### config.mk
export PLATFORM = sky130hd
export DESIGN_NAME = seq_shift_unit_flat
export DESIGN_NICKNAME = d
export VERILOG_FILES = /design/src/rtl/seq_shift_unit_pkg.sv /design/src/rtl/seq_shift_unit_if.sv /design/src/rtl/seq_shift_unit_shift_step.sv /design/src/rtl/seq_shift_unit.sv /design/src/flat_wrapper.sv
export SDC_FILE = /design/constraint.sdc
export NUM_CORES = 1
export LEC_CHECK = 0
export ABC_CLOCK_PERIOD_IN_PS = 3500
export BUFFER_PORTS_ARGS = -buffer_cell sky130_fd_sc_hd__buf_2
export CAP_MARGIN = 25
export CORE_MARGIN = 2
export CORE_UTILIZATION = 40
export DETAILED_ROUTE_END_ITERATION = 16
export GPL_TIMING_DRIVEN = 0
export HOLD_SLACK_MARGIN = 0.1
export PLACE_DENSITY = 0.63
export SETUP_SLACK_MARGIN = 0.1
export SLEW_MARGIN = 20
export SYNTH_ARGS = -nofsm -noshare
export SYNTH_HDL_FRONTEND = slang
export SYNTH_SLANG_ARGS = --single-unit
### constraint.sdc
create_clock -name clk -period 3.5 [get_ports clk]
set_input_delay 0.7 -clock clk [delete_from_list [all_inputs] [get_ports clk]]
set_output_delay 0.7 -clock clk [all_outputs]
set_load 0.03 [all_outputs]
### src/rtl/seq_shift_unit_pkg.sv
// Shared encodings for the multi-cycle shift / load-upper unit.
package seq_shift_unit_pkg;

    // Operation select as driven by the core's control unit.
    typedef enum logic [1:0] {
        OP_LUI = 2'b00,
        OP_SLL = 2'b01,
        OP_SRL = 2'b10,
        OP_SRA = 2'b11
    } op_t;

    // Sequencer states.
    typedef enum logic [1:0] {
        S_IDLE  = 2'b00,
        S_SHIFT = 2'b01,
        S_DONE  = 2'b10
    } state_t;

endpackage

### src/rtl/seq_shift_unit_if.sv
// Start/done handshake and operand bus between the control unit and the shift unit.
interface seq_shift_unit_if #(
    parameter int N = 32
) ();
    logic         start;
    logic [1:0]   op;
    logic [N-1:0] A;
    logic [N-1:0] B;
    logic         ready;
    logic         busy;
    logic         done;
    logic [N-1:0] res;

    modport master (
        output start, op, A, B,
        input  ready, busy, done, res
    );

    modport slave (
        input  start, op, A, B,
        output ready, busy, done, res
    );
endinterface

### src/rtl/seq_shift_unit_shift_step.sv
// One iteration of the shifter: moves data by 0..STEP bits in the selected direction.
// For right shifts the vacated high bits take 'fill', which only matters for SRA.
module shift_step
    import seq_shift_unit_pkg::*;
#(
    parameter int N    = 32,
    parameter int STEP = 4,
    localparam int KW  = $clog2(STEP + 1)
) (
    input  logic [N-1:0]  data,
    input  logic [KW-1:0] amt,
    input  op_t           op,
    input  logic          fill,
    output logic [N-1:0]  dout
);
    logic [N-1:0] fill_mask;

    // Ones in exactly the bit positions vacated by a right shift of 'amt'.
    assign fill_mask = fill ? ~({N{1'b1}} >> amt) : '0;

    // Per-bit mux between the shifted-in neighbour and the fill value.
    always_comb begin
        dout = data;
        case (op)
            OP_SLL:  dout = data << amt;
            OP_SRL:  dout = data >> amt;
            OP_SRA:  dout = (data >> amt) | fill_mask;
            default: dout = data;
        endcase
    end
endmodule

### src/rtl/seq_shift_unit.sv
// Multi-cycle shift and load-upper unit. Shifts STEP bits per cycle until the
// latched amount is exhausted; LUI and zero-amount shifts complete immediately.
//
// state   | meaning
// --------+---------------------------------------------------------
// S_IDLE  | ready; accepts start, latches operand/op/amount
// S_SHIFT | shifting work register by min(STEP, rem) each cycle
// S_DONE  | done pulse; res already holds the result
module seq_shift_unit
    import seq_shift_unit_pkg::*;
#(
    parameter int N    = 32,
    parameter int STEP = 4
) (
    input  logic            clk,
    input  logic            rst_n,
    seq_shift_unit_if.slave bus
);
    localparam int SHW = $clog2(N);
    localparam int KW  = $clog2(STEP + 1);

    state_t         state;
    state_t         state_nx;
    op_t            op_q;
    op_t            op_in;
    logic           fill_q;
    logic           accept;
    logic [SHW-1:0] rem;
    logic [SHW-1:0] rem_nx;
    logic [SHW-1:0] amt_in;
    logic [31:0]    rem_ext;
    logic [KW-1:0]  k;
    logic [N-1:0]   work;
    logic [N-1:0]   work_nx;
    logic [N-1:0]   load_val;
    logic [N-1:0]   shifted;
    logic [N-1:0]   res_q;
    logic           unused_b;

    assign op_in  = op_t'(bus.op);
    assign amt_in = bus.B[SHW-1:0];

    // Upper amount bits are deliberately ignored; shifts are modulo N.
    assign unused_b = ^bus.B[N-1:SHW];

    // LUI is finished at accept time, so the work register takes its final value directly.
    assign load_val = (op_in == OP_LUI) ? {bus.A[N/2-1:0], {(N/2){1'b0}}} : bus.A;

    // Bits moved this cycle: min(STEP, rem). Compared at 32 bits so STEP == N is safe.
    assign rem_ext = 32'(rem);
    assign k       = (rem_ext >= 32'(STEP)) ? KW'(STEP) : KW'(rem);

    shift_step #(
        .N    (N),
        .STEP (STEP)
    ) u_step (
        .data (work),
        .amt  (k),
        .op   (op_q),
        .fill (fill_q),
        .dout (shifted)
    );

    // State register.
    always_ff @(posedge clk or negedge rst_n) begin
        if (!rst_n) begin
            state <= S_IDLE;
        end else begin
            state <= state_nx;
        end
    end

    // Next-state and datapath-next decode.
    always_comb begin
        state_nx = state;
        work_nx  = work;
        rem_nx   = rem;
        accept   = 1'b0;
        case (state)
            S_IDLE: begin
                if (bus.start) begin
                    accept  = 1'b1;
                    work_nx = load_val;
                    rem_nx  = amt_in;
                    if (op_in == OP_LUI || amt_in == '0) begin
                        state_nx = S_DONE;
                    end else begin
                        state_nx = S_SHIFT;
                    end
                end
            end
            S_SHIFT: begin
                work_nx = shifted;
                rem_nx  = rem - SHW'(k);
                if (rem_nx == '0) begin
                    state_nx = S_DONE;
                end
            end
            S_DONE: begin
                state_nx = S_IDLE;
            end
            default: begin
                state_nx = S_IDLE;
            end
        endcase
    end

    // Work/rem/op registers, and the result captured on the edge entering S_DONE.
    always_ff @(posedge clk or negedge rst_n) begin
        if (!rst_n) begin
            work   <= '0;
            rem    <= '0;
            op_q   <= OP_LUI;
            fill_q <= 1'b0;
            res_q  <= '0;
        end else begin
            work <= work_nx;
            rem  <= rem_nx;
            if (accept) begin
                op_q   <= op_in;
                fill_q <= bus.A[N-1];
            end
            if (state_nx == S_DONE && state != S_DONE) begin
                res_q <= work_nx;
            end
        end
    end

    assign bus.ready = (state == S_IDLE);
    assign bus.busy  = (state == S_SHIFT) || (state == S_DONE);
    assign bus.done  = (state == S_DONE);
    assign bus.res   = res_q;
endmodule
### src/flat_wrapper.sv
// flat-port wrapper written by rule: the top's interface ports become plain ports
module seq_shift_unit_flat import seq_shift_unit_pkg::*;
#(
    parameter int N    = 32,
    parameter int STEP = 4
)
  (clk, rst_n, bus_start, bus_op, bus_A, bus_B, bus_ready, bus_busy, bus_done, bus_res);
  seq_shift_unit_if #(.N(N)) bus_i ();
  input  logic clk;
  input  logic rst_n;
  input wire logic [$bits(bus_i.start)-1:0] bus_start;
  input wire logic [$bits(bus_i.op)-1:0] bus_op;
  input wire logic [$bits(bus_i.A)-1:0] bus_A;
  input wire logic [$bits(bus_i.B)-1:0] bus_B;
  output wire logic [$bits(bus_i.ready)-1:0] bus_ready;
  output wire logic [$bits(bus_i.busy)-1:0] bus_busy;
  output wire logic [$bits(bus_i.done)-1:0] bus_done;
  output wire logic [$bits(bus_i.res)-1:0] bus_res;
  assign bus_i.start = bus_start;
  assign bus_i.op = bus_op;
  assign bus_i.A = bus_A;
  assign bus_i.B = bus_B;
  assign bus_ready = bus_i.ready;
  assign bus_busy = bus_i.busy;
  assign bus_done = bus_i.done;
  assign bus_res = bus_i.res;
  seq_shift_unit #(.N(N), .STEP(STEP)) u_core (.clk(clk), .rst_n(rst_n), .bus(bus_i));
endmodule
==> impl_results.html <==
<table>
<tr><th>Metric</th><th>Value</th></tr>
<tr><th colspan="2">STA</th></tr>
<tr><td>Share of the clock period used by the worst path after layout</td><td>between 90% and 100%</td></tr>
<tr><td>Tightest Pin Transition</td><td>around 960 ps</td></tr>
<tr><td>RSZ-0062 raised after global routing</td><td>no</td></tr>
<tr><td>Clock Skews</td><td>16.70 ps</td></tr>
<tr><td>Count of final setup violators</td><td>0</td></tr>
<tr><td>Relative slew slack</td><td>36.25%</td></tr>
<tr><td>Number of hold violations in the final report</td><td>0</td></tr>
<tr><td>Fmax</td><td>296.8 MHz</td></tr>
<tr><td>Final critical delay including setup and external delays</td><td>3369 ps</td></tr>
<tr><td>Total count of max-transition violations in the final report</td><td>0</td></tr>
<tr><th colspan="2">Critical path</th></tr>
<tr><td>Endpoint of the worst register-to-register path</td><td>u_core.bus.res[19]$_DFFE_PN0P_</td></tr>
<tr><td>CP required</td><td>3750 ps</td></tr>
<tr><td>Nature of the critical path startpoint</td><td>register</td></tr>
<tr><td>Most repeated library cell on the critical path</td><td>sky130_fd_sc_hd__clkbuf_1</td></tr>
<tr><td>Maximum cell stage delay along the critical path</td><td>740 ps</td></tr>
<tr><td>CP cell instances</td><td>clkbuf_1, clkbuf_1, o211ai_1, a2111oi_0, o32ai_1, mux2_4</td></tr>
<tr><td>Crit-path leading delay family</td><td>buffers and inverters</td></tr>
<tr><td>Type of the worst setup path</td><td>register to register</td></tr>
<tr><td>Kind of end point of the critical path</td><td>register</td></tr>
<tr><td>CP Max Fanout</td><td>10</td></tr>
<tr><td>Data arrival time at the worst-slack endpoint</td><td>3620 ps</td></tr>
<tr><td>Setup slack, reg-to-reg</td><td>130 ps</td></tr>
<tr><td>Worst setup path startpoint</td><td>u_core.op_q[0]$_DFFE_PN0P_</td></tr>
<tr><td>Reg2Reg Launch Point</td><td>u_core.op_q[0]$_DFFE_PN0P_</td></tr>
<tr><td>Cell count of the worst reg-to-reg path</td><td>6</td></tr>
<tr><td>Critical path endpoint</td><td>u_core.bus.res[19]$_DFFE_PN0P_</td></tr>
<tr><td>Number of buffer and inverter stages on the critical path</td><td>2</td></tr>
<tr><td>Cell at the slowest stage of the critical path</td><td>sky130_fd_sc_hd__clkbuf_1</td></tr>
<tr><td>Depth of the critical timing path with buffers and inverters included</td><td>6</td></tr>
<tr><th colspan="2">Global routing</th></tr>
<tr><td>Global-route total usage across every layer</td><td>36.78%</td></tr>
<tr><td>First-pass GRT wire length</td><td>43390 microns</td></tr>
<tr><td>Remaining global-route overflow</td><td>0</td></tr>
<tr><td>Initial antenna violation count</td><td>0</td></tr>
<tr><td>Largest net degree at the start of global routing</td><td>40</td></tr>
<tr><td>Vias in the first global route</td><td>~6500</td></tr>
<tr><th colspan="2">Placed design</th></tr>
<tr><td>Routability-driven placement congestion ratio</td><td>1.040</td></tr>
<tr><td>Placed cell count</td><td>956</td></tr>
<tr><td>Quantity of I/O buffers inserted on ports</td><td>76</td></tr>
<tr><td>Sum of net half-perimeters after detailed placement</td><td>~22000 microns</td></tr>
<tr><th colspan="2">Route</th></tr>
<tr><td>Starting DRT DRC Count</td><td>981</td></tr>
<tr><td>Wire length per cell after detailed routing</td><td>roughly 31 microns</td></tr>
<tr><td>Via count</td><td>6879</td></tr>
<tr><td>Remaining DRCs</td><td>0</td></tr>
<tr><td>Total detailed-routing wirelength</td><td>30180 microns</td></tr>
<tr><td>Number of nets with antenna violations after routing</td><td>0</td></tr>
<tr><td>Average vias per placed instance</td><td>between 7 and 8</td></tr>
<tr><td>Number of iterations in the first detailed-routing pass</td><td>6</td></tr>
<tr><th colspan="2">Synth</th></tr>
<tr><td>Library cells used by synthesis</td><td>78</td></tr>
<tr><td>Async S/R FF share, synth</td><td>100.0%</td></tr>
<tr><td>Number of enable flip-flop cells after synthesis</td><td>0</td></tr>
<tr><td>Synthesized area</td><td>approximately 0.0061 sq mm</td></tr>
<tr><td>Nets in the synthesized netlist</td><td>763</td></tr>
<tr><td>Most frequently used flop master after synthesis</td><td>sky130_fd_sc_hd__dfrtp_1</td></tr>
<tr><td>Yosys Warn Count</td><td>0</td></tr>
<tr><td>Average instance area after synthesis</td><td>8.885 sq um</td></tr>
<tr><td>Sequential share of the synthesized area</td><td>30.20%</td></tr>
<tr><td>#FFs+latches synth</td><td>74</td></tr>
<tr><td>Number of standard cells after synthesis</td><td>690</td></tr>
<tr><th colspan="2">Clocking</th></tr>
<tr><td>TritonCTS clock tree</td><td>done</td></tr>
<tr><td>Max H-tree Level</td><td>3</td></tr>
<tr><td>Number of buffers between clock root and the deepest sink</td><td>2</td></tr>
<tr><td>Clock latency of the later-clocked register in the worst-skew pair</td><td>360 ps</td></tr>
<tr><td>Clock Root Buffer</td><td>sky130_fd_sc_hd__clkbuf_16</td></tr>
<tr><td>Clock-pin slew on the worst setup and hold paths</td><td>70 ps</td></tr>
<tr><td>Number of sinks driven by the clock tree</td><td>74</td></tr>
<tr><td>TritonCTS buffer count</td><td>9</td></tr>
<tr><td>Number of buffers added to fix hold violations after cts</td><td>0</td></tr>
<tr><th colspan="2">Pwr</th></tr>
<tr><td>Logic pwr share</td><td>69.9%</td></tr>
<tr><td>Internal Pwr Total</td><td>3772 uW</td></tr>
<tr><td>Maximum vdd drop</td><td>0.0005605 V</td></tr>
<tr><td>Clock share of power</td><td>10.9%</td></tr>
<tr><td>Total power after layout</td><td>8356 uW</td></tr>
<tr><td>Sequential power share</td><td>between 10% and 20%</td></tr>
<tr><td>Static leakage power</td><td>0.002923 uW</td></tr>
<tr><td>Power per cell area</td><td>1167 mW/mm^2</td></tr>
<tr><td>Net switching fraction of the power</td><td>54.86%</td></tr>
<tr><td>Switching component of the power</td><td>4584 uW</td></tr>
<tr><th colspan="2">Floorplanning</th></tr>
<tr><td>Placeable core area</td><td>about 0.015 sq mm</td></tr>
<tr><td>Chip height</td><td>~130 microns</td></tr>
<tr><td>Row count</td><td>45</td></tr>
<tr><td>Effective utilization at floorplan</td><td>roughly 41%</td></tr>
<tr><td>Total die area</td><td>0.01633 sq mm</td></tr>
<tr><td>Die span in x</td><td>127.8 microns</td></tr>
<tr><td>IO Count</td><td>~100</td></tr>
<tr><th colspan="2">Job</th></tr>
<tr><td># Max-Cap Violations</td><td>0</td></tr>
<tr><th colspan="2">Layout</th></tr>
<tr><td>Layout cells sized above 1</td><td>23.51%</td></tr>
<tr><td>Fill count</td><td>around 1500</td></tr>
<tr><td>Most common library cell in the layout ignoring fill and taps</td><td>sky130_fd_sc_hd__buf_2</td></tr>
<tr><td>Commonest cells after routing, fill and taps aside</td><td>sky130_fd_sc_hd__buf_2 (93), sky130_fd_sc_hd__nand2_1 (82), sky130_fd_sc_hd__dfrtp_1 (74)</td></tr>
<tr><td>Final #Nets</td><td>855</td></tr>
<tr><td>Number of antenna repair diodes</td><td>0</td></tr>
<tr><td>Non-Filler Instances</td><td>975</td></tr>
<tr><td>Area delta synth-&gt;final</td><td>16.78%</td></tr>
<tr><th colspan="2">Worst hold path</th></tr>
<tr><td>Path class of the lowest-slack min-delay path</td><td>input pin to async pin</td></tr>
<tr><th colspan="2">Status</th></tr>
<tr><td>Status</td><td>complete, no violations</td></tr>
</table>
worst reg2reg max path, cell delays in order, from the launching register on:
cell and delay [ps]:
sky130_fd_sc_hd__dfrtp_1 400, sky130_fd_sc_hd__clkbuf_1 740, sky130_fd_sc_hd__clkbuf_1 720, sky130_fd_sc_hd__o211ai_1 260, sky130_fd_sc_hd__a2111oi_0 630, sky130_fd_sc_hd__o32ai_1 200, sky130_fd_sc_hd__mux2_4 300
sequential cells by signal, indices dropped and copies added (netlist names):
| name | flops |
|---|---|
| u_core.state | 2 |
| u_core.bus.res | 32 |
| u_core.fill_q | 1 |
| u_core.rem | 5 |
| u_core.op_q | 2 |
| u_core.work | 32 |
final cells by class:
class / instances / area (sq um) / area share [%]
plain buffers: 82 / 422.9 / 5.907
clock buffers: 10 / 239.0 / 3.338
clock inverters: 6 / 42.54 / 0.5942
inverters: 9 / 33.78 / 0.4719
multi-input cells: 524 / 3886 / 54.28
flip-flops and latches: 74 / 1852 / 25.87
well taps: 188 / 235.2 / 3.286
repair buffers: 82 / 447.9 / 6.257
kinds of logic (layout without fill, tap and decap cells):
family	count (synthesis)	after routing	synth area share (%)
compound gates	230	230	26.96
simple gates	198	198	15.80
buf+inv	92	189	7.000
mux	89	89	18.88
flops	74	74	30.20
fa+ha+maj	4	4	0.8164
xor+xnor	2	2	0.2858
other cells	1	1	0.06117
power by group through the flow:
stage / registers (uW) / logic (uW) / clock network [uW]
floorplan: 1850 / 3370 / 0
global placement: 1590 / 5520 / 0
detailed placement: 1600 / 5530 / 0
CTS: 1590 / 5600 / 921
global route: 1640 / 6060 / 956
finish: 1600 / 5840 / 909
Yosys cell counts, types with 14 or more instances:
cell type                   n  area [sq um]
sky130_fd_sc_hd__nand2_1   82         307.8
sky130_fd_sc_hd__dfrtp_1   74          1852
sky130_fd_sc_hd__a21oi_1   44         220.2
sky130_fd_sc_hd__clkbuf_1  42         157.7
sky130_fd_sc_hd__mux2i_1   35         350.3
sky130_fd_sc_hd__nor2_1    32         120.1
sky130_fd_sc_hd__o21ai_0   30         150.1
sky130_fd_sc_hd__buf_2     21         105.1
sky130_fd_sc_hd__a211oi_1  18         135.1
sky130_fd_sc_hd__mux2_1    17         191.4
sky130_fd_sc_hd__nand3_1   16         80.08
sky130_fd_sc_hd__nor2b_1   16         100.1
sky130_fd_sc_hd__o22ai_1   16         100.1
sky130_fd_sc_hd__nor3_1    15         75.07
sky130_fd_sc_hd__mux2_4    14         210.2
sky130_fd_sc_hd__o211ai_1  14         105.1
metal layers:
| layer | routed length, microns | GRT usage (%) | up-vias |
|---|---|---|---|
| li1 | - | - | 2815 |
| met1 | 11990 | 48.54 | 3382 |
| met2 | 13080 | 54.77 | 553 |
| met3 | 3298 | 9.265 | 129 |
| met4 | 1814 | 21.33 | 0 |
| met5 | 0 | 0 | - |
worst min path at each step:
stage | startpoint | endpoint | slack [ps] | cells past startpoint
final | rst_n | u_core.work[25]$_DFF_PN0_ | 290 | 1
after global routing | rst_n | u_core.work[29]$_DFF_PN0_ | 330 | 1
after CTS | rst_n | u_core.work[25]$_DFF_PN0_ | 310 | 1
after detailed placement | u_core.bus.res[29]$_DFFE_PN0P_ | u_core.bus.res[29]$_DFFE_PN0P_ | 470 | 1
after global placement | u_core.bus.res[27]$_DFFE_PN0P_ | u_core.bus.res[27]$_DFFE_PN0P_ | 460 | 1
after floorplan | rst_n | u_core.bus.res[0]$_DFFE_PN0P_ | 400 | 0
through the flow:
stage / worst slack, ps / hold WS, ps / TNS [ps] / area (sq um) / utilization (%)
final: 131.2 / 292.9 / 0 / 7159 / 47.45
after floorplan: 284.0 / 404.4 / 0 / 6131 / -
after global routing: 111.9 / 331.4 / 0 / 7159 / 47.45
after global placement: -649.5 / 462.8 / -19190 / 6746 / 44.71
after detailed placement: -660.4 / 470.1 / -19660 / 6795 / 45.03
after CTS: 108.3 / 312.2 / 0 / 7137 / 47.30
repair_timing:
action,CTS,global route
gates resized for setup,11,9
pin swaps,2,2
endpoints found under the setup margin,32,32
setup buffers,4,0
No activity file was read; power rests on OpenSTA's default activity.
